[src/rtl/riscv_enc_pkg.sv]
// Shared types and constants for the RV32I immediate-path encoder.
// Immediate limits are signed byte offsets for each instruction format.
package riscv_enc_pkg;

  typedef enum logic [1:0] {
    FMT_I = 2'd0,
    FMT_S = 2'd1,
    FMT_B = 2'd2,
    FMT_J = 2'd3
  } fmt_e;

  localparam logic [6:0] OP_LOAD   = 7'b0000011;
  localparam logic [6:0] OP_IMM    = 7'b0010011;
  localparam logic [6:0] OP_STORE  = 7'b0100011;
  localparam logic [6:0] OP_BRANCH = 7'b1100011;
  localparam logic [6:0] OP_JAL    = 7'b1101111;

  localparam logic [31:0] NOP = 32'h0000_0013;

  localparam int IMM_IS_MIN = -2048;
  localparam int IMM_IS_MAX = 2047;
  localparam int IMM_B_MIN  = -4096;
  localparam int IMM_B_MAX  = 4094;
  localparam int IMM_J_MIN  = -1048576;
  localparam int IMM_J_MAX  = 1048574;

endpackage

[src/rtl/imm_field_pack.sv]
// Combinational packer: format + decoded fields -> 32-bit instruction word.
// An unrepresentable immediate yields the canonical NOP and err=1.
module imm_field_pack
  import riscv_enc_pkg::*;
(
  input  fmt_e        fmt,
  input  logic [6:0]  opcode,
  input  logic [4:0]  rd,
  input  logic [4:0]  rs1,
  input  logic [4:0]  rs2,
  input  logic [2:0]  funct3,
  input  logic [31:0] imm,
  output logic [31:0] inst,
  output logic        err
);

  logic signed [31:0] simm;
  logic [31:0]        packed_word;
  logic               in_range;

  assign simm = imm;

  always_comb begin
    packed_word = NOP;
    in_range    = 1'b0;
    case (fmt)
      FMT_I: begin
        packed_word = {imm[11:0], rs1, funct3, rd, opcode};
        in_range    = (simm >= IMM_IS_MIN) && (simm <= IMM_IS_MAX);
      end
      FMT_S: begin
        packed_word = {imm[11:5], rs2, rs1, funct3, imm[4:0], opcode};
        in_range    = (simm >= IMM_IS_MIN) && (simm <= IMM_IS_MAX);
      end
      FMT_B: begin
        packed_word = {imm[12], imm[10:5], rs2, rs1, funct3, imm[4:1], imm[11], opcode};
        in_range    = (simm >= IMM_B_MIN) && (simm <= IMM_B_MAX) && !imm[0];
      end
      FMT_J: begin
        packed_word = {imm[20], imm[10:1], imm[11], imm[19:12], rd, opcode};
        in_range    = (simm >= IMM_J_MIN) && (simm <= IMM_J_MAX) && !imm[0];
      end
      default: begin
        packed_word = NOP;
        in_range    = 1'b0;
      end
    endcase
  end

  assign inst = in_range ? packed_word : NOP;
  assign err  = !in_range;

endmodule

[src/rtl/inst_encoder.sv]
// Two-stage valid/ready encoder: stage 1 holds the packed word and range result,
// stage 2 is the output register with a wrapping byte address and error counter.
module inst_encoder
  import riscv_enc_pkg::*;
#(
  parameter logic [31:0] BASE_ADDR = 32'h0000_0000,
  parameter int          DEPTH     = 256,
  parameter int          CNT_W     = 8
) (
  input  logic             clk,
  input  logic             reset,
  input  logic             clear,
  input  logic             in_valid,
  output logic             in_ready,
  input  logic [1:0]       in_fmt,
  input  logic [6:0]       in_opcode,
  input  logic [4:0]       in_rd,
  input  logic [4:0]       in_rs1,
  input  logic [4:0]       in_rs2,
  input  logic [2:0]       in_funct3,
  input  logic [31:0]      in_imm,
  output logic             out_valid,
  input  logic             out_ready,
  output logic [31:0]      out_inst,
  output logic [31:0]      out_addr,
  output logic             out_err,
  output logic [CNT_W-1:0] err_cnt
);

  localparam logic [31:0] LAST_ADDR = BASE_ADDR + 32'(4 * (DEPTH - 1));

  logic        s1_v;
  logic [31:0] s1_inst;
  logic        s1_err;
  logic [31:0] pk_inst;
  logic        pk_err;
  logic        s2_ready;
  logic        out_fire;

  imm_field_pack u_pack (
    .fmt    (fmt_e'(in_fmt)),
    .opcode (in_opcode),
    .rd     (in_rd),
    .rs1    (in_rs1),
    .rs2    (in_rs2),
    .funct3 (in_funct3),
    .imm    (in_imm),
    .inst   (pk_inst),
    .err    (pk_err)
  );

  // Handshake: a beat moves on any rising edge where valid && ready. A stage may
  // load whenever it is empty or its contents leave on the same edge; a loaded
  // output beat never changes until out_ready takes it.
  assign s2_ready = !out_valid || out_ready;
  assign in_ready = !s1_v || s2_ready;
  assign out_fire = out_valid && out_ready;

  always_ff @(posedge clk or posedge reset) begin
    if (reset) begin
      s1_v    <= 1'b0;
      s1_inst <= '0;
      s1_err  <= 1'b0;
    end else if (clear) begin
      s1_v <= 1'b0;
    end else if (in_ready) begin
      s1_v <= in_valid;
      if (in_valid) begin
        s1_inst <= pk_inst;
        s1_err  <= pk_err;
      end
    end
  end

  always_ff @(posedge clk or posedge reset) begin
    if (reset) begin
      out_valid <= 1'b0;
      out_inst  <= '0;
      out_err   <= 1'b0;
    end else if (clear) begin
      out_valid <= 1'b0;
    end else if (s2_ready) begin
      out_valid <= s1_v;
      if (s1_v) begin
        out_inst <= s1_inst;
        out_err  <= s1_err;
      end
    end
  end

  // Address and error count follow completed output handshakes; clear wins.
  always_ff @(posedge clk or posedge reset) begin
    if (reset) begin
      out_addr <= BASE_ADDR;
      err_cnt  <= '0;
    end else if (clear) begin
      out_addr <= BASE_ADDR;
      err_cnt  <= '0;
    end else if (out_fire) begin
      out_addr <= (out_addr == LAST_ADDR) ? BASE_ADDR : out_addr + 32'd4;
      if (out_err && (err_cnt != {CNT_W{1'b1}}))
        err_cnt <= err_cnt + 1'b1;
    end
  end

endmodule

[config.mk]
export PLATFORM = sky130hd
export DESIGN_NAME = inst_encoder
export DESIGN_NICKNAME = d
export VERILOG_FILES = /design/src/rtl/riscv_enc_pkg.sv /design/src/rtl/imm_field_pack.sv /design/src/rtl/inst_encoder.sv
export SDC_FILE = /design/constraint.sdc
export NUM_CORES = 1
export LEC_CHECK = 0
export CORE_MARGIN = 8
export CORE_UTILIZATION = 40
export DETAILED_ROUTE_END_ITERATION = 8
export GPL_TIMING_DRIVEN = 0
export MAX_ROUTING_LAYER = met4
export PLACE_DENSITY = 0.65
export SLEW_MARGIN = 0
export SYNTH_ARGS = -nofsm -noshare
export SYNTH_HDL_FRONTEND = slang
export SYNTH_SLANG_ARGS = --single-unit
[constraint.sdc]
create_clock -name clk -period 10 [get_ports clk]
set_clock_uncertainty 0.15 [all_clocks]
set_input_delay 2 -clock clk [delete_from_list [all_inputs] [get_ports clk]]
set_output_delay 2 -clock clk [all_outputs]
set_load 0.005 [all_outputs]
Yosys cells after proc, flatten, opt, wreduce, memory -nomap -nowiden
Index checks and enable logic that the tools add are counted.

storage, ports and cells
  bits in registers = 108
  bits of input ports = 64
  word-level logic and storage cells = 57
  output and inout port bits = 75

cells by class
  reductions and logical operators = 22
  order comparisons = 6
  bitwise logic cells = 1
  equal/unequal tests = 5
  $add $sub $neg = 2
  multiplexer cells = 13

operator list
  cell                                                                      number
  32-bit 2-to-1 mux                                                         4
  32-bit one-hot mux with 4 select lines                                    1
  32-bit by 3-bit adder with 32-bit output (second input constant)          1
  32-bit by 10-bit equality test with 1-bit output (second input constant)  1
  32-bit by 12-bit >= comparator with 1-bit output (second input constant)  1
  32-bit by 13-bit >= comparator with 1-bit output (second input constant)  1
  32-bit by 21-bit >= comparator with 1-bit output (second input constant)  1
  32-bit by 12-bit <= comparator with 1-bit output (second input constant)  1
  32-bit by 13-bit <= comparator with 1-bit output (second input constant)  1
  32-bit by 21-bit <= comparator with 1-bit output (second input constant)  1
  8-bit 2-to-1 mux                                                          3
  8-bit by 1-bit adder with 8-bit output (second input constant)            1
  8-bit inequality test (second input constant)                             1
  2-bit nonzero test                                                        4
  1-bit logical AND                                                         7
  3-bit AND reduction                                                       2
  2-bit equality test (second input constant)                               2
  1-bit zero test                                                           4
  1-bit 2-to-1 mux                                                          4
  1-bit one-hot mux with 3 select lines                                     1
  2-bit by 1-bit equality test with 1-bit output (second input constant)    1
  2-bit zero test                                                           1
  1-bit logical OR                                                          2
  2-bit AND reduction                                                       1
  2 further kinds                                                           2

Depth between registers and ports, before layout
Gate-level depths: netlist (run 1).

  depth after elaboration = 5
  depth in mapped cells = 9
  mapped depth without buffers = 6

Hierarchy
From an unflattened synthesis (run 1), not the netlist that was laid out.

second synthesis, totals
  cells, all modules = 486
  area total of the unflattened synthesis = 5,236.3 um^2

by module, submodules not included
  module          times used  cells each  seq. area each (um^2)  area an instance (um^2)
  inst_encoder    1           377         2,652.5                4,655.7
  imm_field_pack  1           109         0.0                    580.6

Worst setup path after synthesis (run 1)
Ideal clock, no wire load.

  path type = input to output
  start = input port out_ready
  end = output port in_ready
  cell stages on the path = 2
  data required time = 7.850 ns
  buffers on the path = 0
  setup slack = 5.544 ns
  arrival time = 2.306 ns
  path through = and3b_1 > inv_1

between the ends
  cells in the longest elaborated chain, start to end = 2

RTL lines
  item              RTL line            RTL
  from (decl)       inst_encoder.sv:23  input logic out_ready,
  1-bit logical OR  inst_encoder.sv:55  assign s2_ready = !out_valid || out_ready;
  1-bit logical OR  inst_encoder.sv:56  assign in_ready = !s1_v || s2_ready;
  to (decl)         inst_encoder.sv:14  output logic in_ready,

Every way passes these cells.

Worst setup path after layout (run 1)
Ends and elaborated chain as after synthesis.

==> impl_metrics.toml, run 1 <==
[drt]
drt_first_pass_iters = 4
drtAntennaViolNets = 0
via_per_inst = 5.328
route.detailed.drc = 0
num_vias = 4396
avgRoutedWirePerCell_um = 16.96
drtIter0Drc = 254
drt_wl_total_um = 13990

[clocking]
htreeDepth = 3
cts_resized = 0
tritoncts = "yes"
post-cts-setup-buffers = 0
clk_pin_slew_worst_paths_ps = 70
clk_latency_ps = 350
clock_sinks = 106
clockRootBuffer = "clkbuf_16"
cts_buffer_depth = 2
postCtsHoldBufs = 0
cts_buffers = 9

[setup_path]
cpMostUsedCell = "clkdlybuf4s50_1"
reg2reg_from = "out_addr[2]"
setup.worst_path.class = "input pin to primary output"
startpoint = "out_ready"
ff2ff_setup_slack_ps = 7440
cp.required_ps = 7850
path_cells = "clkdlybuf4s50_1 > and3b_1 > inv_1 > clkdlybuf4s50_1"
cpMaxStageDelayCell = "clkdlybuf4s50_1"
start_kind = "input pin"
crit_fanout = 7
arrival_ps = 3440
critPathMaxStageDelay_ps = 590
endpoint_kind = "primary output"

[sta]
setup_viol = 0
relSlewSlack = 0.4903
fin_setup_tns_ps = 0
fmax_mhz = 179.0
rsz0062_at_grt = "false"
period_share = 0.5585
holdWs_ps = 329.8
finalHoldViolCount = 0
slew_violations = 0
period_needed_ps = 5585
tightest_slew_ps = 762.9

[floorplanning]
die_area_um2 = 16520
die_y_um = 128.5
pin_count = 139
rows = 41
initial_utilization = 0.4046
core_area_um2 = 12520
die_width_um = 128.5

[synth]
synth_seq_cells = 106
async_reset_ff_frac = 1.000
syn_area_um2 = 5065
netlist_instances = 502
yosys.area.top_type_share = 0.5237
synthTopCellsByCount = "dfrtp_1 (106), nor2_1 (75), nand2_1 (46)"
yosysTopAreaCell = "dfrtp_1"
synth.most_common_cell = "dfrtp_1"
ys.flop_type = "dfrtp_1"
synth_warnings = 0
synth_edf_count = 0
synth.distinct_cells = 49
synth_area_leaders = "dfrtp_1 (52%), mux2_2 (7.3%), nor2_1 (5.6%)"
synth_area_per_cell_um2 = 10.09
yosysSeqAreaShare = 0.5237

[global_routing]
grtUsageTotal = 0.1794
overflow = 0
grt_pass1_wl_um = 22830
grt_max_degree = 65
grt_pass1_vias = 4532
antenna_found_initial = 0

[pwr]
p_per_area_nw_per_um2 = 149.7
leakage_nw = 2.846
ir_drop_v = 0.00007664

[status]
status = "complete, no violations"

[final_layout]
layout.nets = 716
num-fill-cells = 1195
final_cells = 825
drive_gt1_frac = 0.09648
area_growth_pct = 36.61
n_antenna_cell = 0
final_area_um2 = 6919

[place]
gp_congestion = 0.8799
dp_hpwl_um = 10770
placedCellCount = 811
dpl_cell_area_um2 = 6665
portBuffers = 135

[min_path]
holdCritPathClass = "flop to flop"
hp-start = "s1_err"

[job]
cap_violations = 0
[where the power goes]
group	internal, W	switching [W]	leakage (nW)	total (W)
Sequential	0.000480	0.0000298	1.38	0.000510
Clock	0.000174	0.000148	0.123	0.000322
Combinational	0.000126	0.0000782	1.35	0.000204
[area by class of cell]
class / instances / area (µm²) / area share
multi-input combinational: 363 / 2262 / 0.3269
tap: 172 / 215.2 / 0.03110
clock buffer: 14 / 254.0 / 0.03671
buffer: 26 / 123.9 / 0.01790
sequential: 106 / 2653 / 0.3834
inverter: 8 / 32.53 / 0.004702
timing repair buffer: 136 / 1379 / 0.1993
[worst paths after layout]
kind,cells past startpoint,endpoint
worst max-delay path,4,in_ready
worst min-delay path,1,s1_err
worst max register to register,9,out_addr[19]
worst min register to register,1,s1_err
max in group asynchronous,3,err_cnt[3]
min in group asynchronous,2,out_addr[23]
[worst max-delay path, delay by kind of cell]
kind | cells | cell delay (ps)
buffers and inverters | 3 | 1190
and+or+nand+nor | 1 | 240
[layout by cell type (no fill, tap or decap), types with 3 or more instances in the layout]
cell / instances
and4_1: 5
nor3_1: 26
o21ai_0: 9
nand4_1: 17
a21oi_1: 10
mux2_2: 33
nor2_1: 75
a21o_1: 5
inv_1: 7
clkbuf_16: 9
a31oi_1: 5
nand3b_1: 5
a41oi_1: 3
and3_1: 5
nand3_1: 23
clkdlybuf4s50_1: 135
a311oi_1: 16
buf_4: 4
xor2_1: 9
and2_1: 5
buf_2: 9
mux2i_1: 4
dfrtp_1: 106
xnor2_1: 14
nand2_1: 46
nor2b_1: 4
nor4_1: 11
or3_1: 4
clkbuf_1: 17
[layer usage]
layer / share of wire / up-vias / wire [µm] / track usage
li1: - / 2100 / - / -
met1: 0.44 / 2122 / 6123 / 0.2189
met2: 0.48 / 153 / 6680 / 0.2844
met3: 0.067 / 21 / 932 / 0.04055
met4: 0.018 / 0 / 255 / 0.07118
met5: 0 / - / 0 / -
[registers in the layout, indices dropped and copies added, names as in the netlist]
name / flops
s1_err: 1
err_cnt: 8
s1_inst: 32
out_addr: 30
s1_v: 1
out_err: 1
out_inst: 32
out_valid: 1
[per-stage QoR]
stage | total power [W] | setup slack [ps] | util
finish | 0.001036 | 4415 | 0.5528
CTS | 0.001052 | 4411 | 0.5528
floorplan | 0.0005945 | 5061 | -
detailed placement | 0.0007266 | 4426 | 0.5325
global route | 0.001087 | 4345 | 0.5528
global placement | 0.0007214 | 3507 | 0.5301
[kinds of logic (layout without fill, tap and decap cells)]
group           after synthesis  after routing  synth area share
mux                          37             37           0.08128
xor+xnor                     23             23           0.03977
compound gates               64             64           0.09140
fa+ha+maj                     2              2          0.004940
flops                       106            106            0.5237
simple gates                235            235            0.2278
buf+inv                      34            184           0.03039
other cells                   1              2         0.0007404
Note: power is estimated with default switching activity, not from simulation.
==> inputs of run 2 (changes only) <==
PLACE_DENSITY = 0.68   (was 0.65)
clock period = 4.6 ns   (was 10 ns; I/O delays follow)
==> impl_metrics.toml, run 2 (synthesis gave the netlist of run 1 again) <==
[sta]
fmax_mhz = 292.7
period_share = 0.7428
slew_violations = 0
relSlewSlack = 0.4427
worst_slack_ps = 1183
setup_viol = 0
period_needed_ps = 3417
finalHoldViolCount = 0
rsz0062_at_grt = "false"
holdWs_ps = 328.1
tightest_slew_ps = 834.2

[global_routing]
antenna_found_initial = 0
grt_max_degree = 58
grt_pass1_wl_um = 23250
grt_pass1_vias = 4694
grtUsageTotal = 0.1800
overflow = 0

[job]
cap_violations = 0

[setup_path]
arrival_ps = 2350
crit_fanout = 7
startpoint = "out_ready"
start_kind = "input pin"
endpoint_kind = "primary output"
ff2ff_setup_slack_ps = 2020
setup.worst_path.class = "input pin to primary output"
reg2reg_from = "out_addr[2]"
rr_endpoint = "out_addr[18]"
rr_worst_depth = 9
cp.required_ps = 3530

[pwr]
leakage_nw = 2.897
ir_drop_v = 0.0001820
p_per_area_nw_per_um2 = 349.2

[min_path]
holdCritPathClass = "flop to flop"
min_path_cells = 1
hp-start = "s1_err"
worst_hold_path.endpoint = "s1_err"

[clocking]
postCtsHoldBufs = 0
cts_resized = 0
post-cts-setup-buffers = 0
clockRootBuffer = "clkbuf_16"
clk_latency_ps = 340
tritoncts = "yes"
clock_sinks = 106
htreeDepth = 3
cts_buffer_depth = 2
cts_buffers = 9
clk_pin_slew_worst_paths_ps = 70

[drt]
highest_layer = "met4"
route.detailed.drc = 0
drtIter0Drc = 299
dr_wl_met3_um = 997
met1Wirelength_um = 6308
drt_wl_total_um = 14070
avgRoutedWirePerCell_um = 17.01
via_per_inst = 5.337
route.met2.wl_um = 6518
drt_first_pass_iters = 5
num_vias = 4414
drtAntennaViolNets = 0

[floorplanning]
die_width_um = 128.5
die_y_um = 128.5
initial_utilization = 0.4046
pin_count = 139
rows = 41
die_area_um2 = 16520
core_area_um2 = 12520

[status]
status = "complete, no violations"

[place]
dp_hpwl_um = 10680
portBuffers = 135
pre_cts_slack_ps = 933.3
placedCellCount = 811
gp_congestion = 0.9125

[final_layout]
num-fill-cells = 1152
final_cell_mix = "clkdlybuf4s50_1 (135), dfrtp_1 (106), nor2_1 (75), nand2_1 (46), mux2_2 (33)"
area_growth_pct = 38.54
final_cells = 827
layout.nets = 716
mostFrequentLayoutCell = "clkdlybuf4s50_1"
utilization = 0.5606
reg.largest.list = "out_inst x32, s1_inst x32, out_addr x30"
drive_gt1_frac = 0.1053
n_antenna_cell = 0
## run 2: changes by cell type in the layout (fill, tap and decap cells not counted)
cell | before | now
bufinv_16 | 0 | 3
clkinv_2 | 0 | 1
clkbuf_1 | 17 | 13
inv_6 | 0 | 1
clkinv_4 | 0 | 1
## run 2: final cells by class
| type | count | area (µm²) | area share |
|---|---|---|---|
| Buffer | 26 | 123.9 | 0.01765 |
| Clock buffer | 10 | 239.0 | 0.03406 |
| Clock inverter | 6 | 112.6 | 0.01605 |
| Inverter | 8 | 32.53 | 0.004636 |
| Multi-Input combinational cell | 363 | 2262 | 0.3224 |
| Sequential cell | 106 | 2653 | 0.3780 |
| Tap cell | 172 | 215.2 | 0.03067 |
| Timing Repair Buffer | 136 | 1379 | 0.1965 |
## run 2: worst max-delay path by stage
stage	cells past startpoint	endpoint
floorplan	1	err_cnt[0]
global placement	2	s1_inst[7]
CTS	4	in_ready
finish	4	in_ready
global route	4	in_ready
detailed placement	7	s1_inst[5]
## run 2: stage by stage
step	cell area (µm²)	TNS, ps	power [W]
after floorplan	5069	0	0.001292
after global placement	6635	-77720	0.001566
after detailed placement	6665	0	0.001579
after CTS	7017	0	0.002478
after global routing	7017	0	0.002558
final	7017	0	0.002451
## run 2: power by group
group          switching, W  leakage [nW]  internal (W)
Clock              0.000346         0.173      0.000549
Sequential        0.0000680          1.38       0.00104
Combinational      0.000171          1.35      0.000274
Total              0.000584          2.90       0.00187
## run 2: worst max-delay path, cell delays in order
cell and delay [ps]:
clkdlybuf4s50_1 600, and3b_1 240, inv_1 70, clkdlybuf4s50_1 510
## run 2: layer usage
layer | global-route usage | vias to the layer above
met5 | - | -
met2 | 0.2832 | 170
met3 | 0.04799 | 26
met4 | 0.06289 | 0
li1 | - | 2094
met1 | 0.2200 | 2124
==> inputs of run 3 (changes only) <==
clock period = 2.87 ns   (was 4.6 ns; I/O delays follow)
==> impl_metrics.toml, run 3 (synthesis gave the netlist of run 1 again) <==
[clocking]
clk_latency_ps = 340
clockRootBuffer = "clkbuf_16"
post-cts-setup-buffers = 0
tritoncts = "yes"
cts_buffers = 9
clk_pin_slew_worst_paths_ps = 70
htreeDepth = 3
clock_sinks = 106
postCtsHoldBufs = 0
cts_buffer_depth = 2

[sta]
setup_viol = 0
finalHoldViolCount = 0
fmax_mhz = 359.5
slew_violations = 0
period_needed_ps = 2782
rsz0062_at_grt = "false"
worst_slack_ps = 88.21
relSlewSlack = 0.4706
fin_setup_tns_ps = 0
tightest_slew_ps = 792.4
period_share = 0.9693

[final_layout]
reg.largest.list = "out_inst x32, s1_inst x32, out_addr x30"
final_cell_mix = "clkdlybuf4s50_1 (135), dfrtp_1 (106), nor2_1 (75), nand2_1 (46), mux2_2 (33)"
final_cells = 827
layout.nets = 717
mostFrequentLayoutCell = "clkdlybuf4s50_1"
n_antenna_cell = 0
final_area_um2 = 7020
area_growth_pct = 38.61
drive_gt1_frac = 0.1053
num-fill-cells = 1129

[global_routing]
grt_pass1_vias = 4612
grtUsageTotal = 0.1806
antenna_found_initial = 0
grt_pass1_wl_um = 23090
grt_max_degree = 39
overflow = 0

[setup_path]
crit_fanout = 7
cp.required_ps = 2150
arrival_ps = 2060
path_depth = 4
critPathMaxStageDelay_ps = 610
cpMostUsedCell = "clkdlybuf4s50_1"
cp_top_family = "buffers and inverters"
endpoint_kind = "primary output"
cp_num_buf_inv = 3
path_cells = "clkdlybuf4s50_1 > and3b_1 > inv_1 > clkdlybuf4s50_1"
start_kind = "input pin"
setup.worst_path.class = "input pin to primary output"
cpMaxStageDelayCell = "clkdlybuf4s50_1"
rr_worst_depth = 9

[drt]
num_vias = 4407
route.detailed.drc = 0
via_per_inst = 5.329
avgRoutedWirePerCell_um = 17.20
drt_first_pass_iters = 4
drtAntennaViolNets = 0
drt_wl_total_um = 14230
drtIter0Drc = 366

[min_path]
holdCritPathClass = "flop to flop"
min_path_cells = 1

[status]
status = "complete, no violations"

[pwr]
ir_drop_v = 0.0002934
p_total_w = 0.003842
leakage_nw = 2.881
p_per_area_nw_per_um2 = 547.3

[floorplanning]
die_y_um = 128.5
core_area_um2 = 12520
rows = 41
pin_count = 139
die_width_um = 128.5
die_area_um2 = 16520
initial_utilization = 0.4046

[job]
cap_violations = 0

[place]
pre_cts_slack_ps = -389.8
dp_hpwl_um = 10960
dpl_cell_area_um2 = 6679
placedCellCount = 812
portBuffers = 135
gp_congestion = 0.9119
[run 3: changes by cell type in the layout (fill, tap and decap cells not counted), sizes merged]
cell,delta
clkinvlp,+3
clkinv,-2
inv,-2
buf,+1
bufinv,-1
clkbuf,+1
[run 3: path summary, 6_finish.rpt]
path | startpoint | endpoint | slack (ps)
max in group asynchronous | reset | s1_inst[2] | 1360
worst min register to register | s1_err | s1_err | 350
worst max-delay path | out_ready | in_ready | 90
worst max register to register | out_addr[2] | out_addr[9] | 320
min in group asynchronous | reset | out_inst[25] | 560
worst min-delay path | s1_err | s1_err | 350
[run 3: power by group]
| group | switching (W) | leakage [nW] | total (W) | internal, W |
|---|---|---|---|---|
| registers | 0.000107 | 1.38 | 0.00178 | 0.00167 |
| logic | 0.000278 | 1.35 | 0.000720 | 0.000442 |
| clock network | 0.000536 | 0.154 | 0.00134 | 0.000807 |
[run 3: cell type report]
type	instances	area, µm²	share of cell area
clock inverters	4	75.07	0.01069
plain buffers	26	123.9	0.01764
repair buffers	137	1391	0.1982
multi-input cells	363	2276	0.3242
well taps	172	215.2	0.03065
clock buffers	11	252.7	0.03600
flip-flops and latches	106	2653	0.3778
inverters	8	33.78	0.004812
[run 3: timing repair]
item	in CTS	in global routing
gates cloned	0	0
pin swaps	0	0
endpoints found under the setup margin	15	21
gates resized for setup	1	1
[run 3: per-stage QoR]
step / utilization / hold slack, ps
finish: 0.5609 / 346.6
global route: 0.5609 / 377.0
CTS: 0.5604 / 344.1
detailed placement: 0.5336 / 326.7
global placement: 0.5304 / 307.3
floorplan: - / 293.6
[run 3: per-layer routing]
layer,GRT usage,part of all wire
met3,0.05130,0.076
met4,0.05805,0.012
met2,0.2854,0.47
met1,0.2197,0.45
met5,-,0
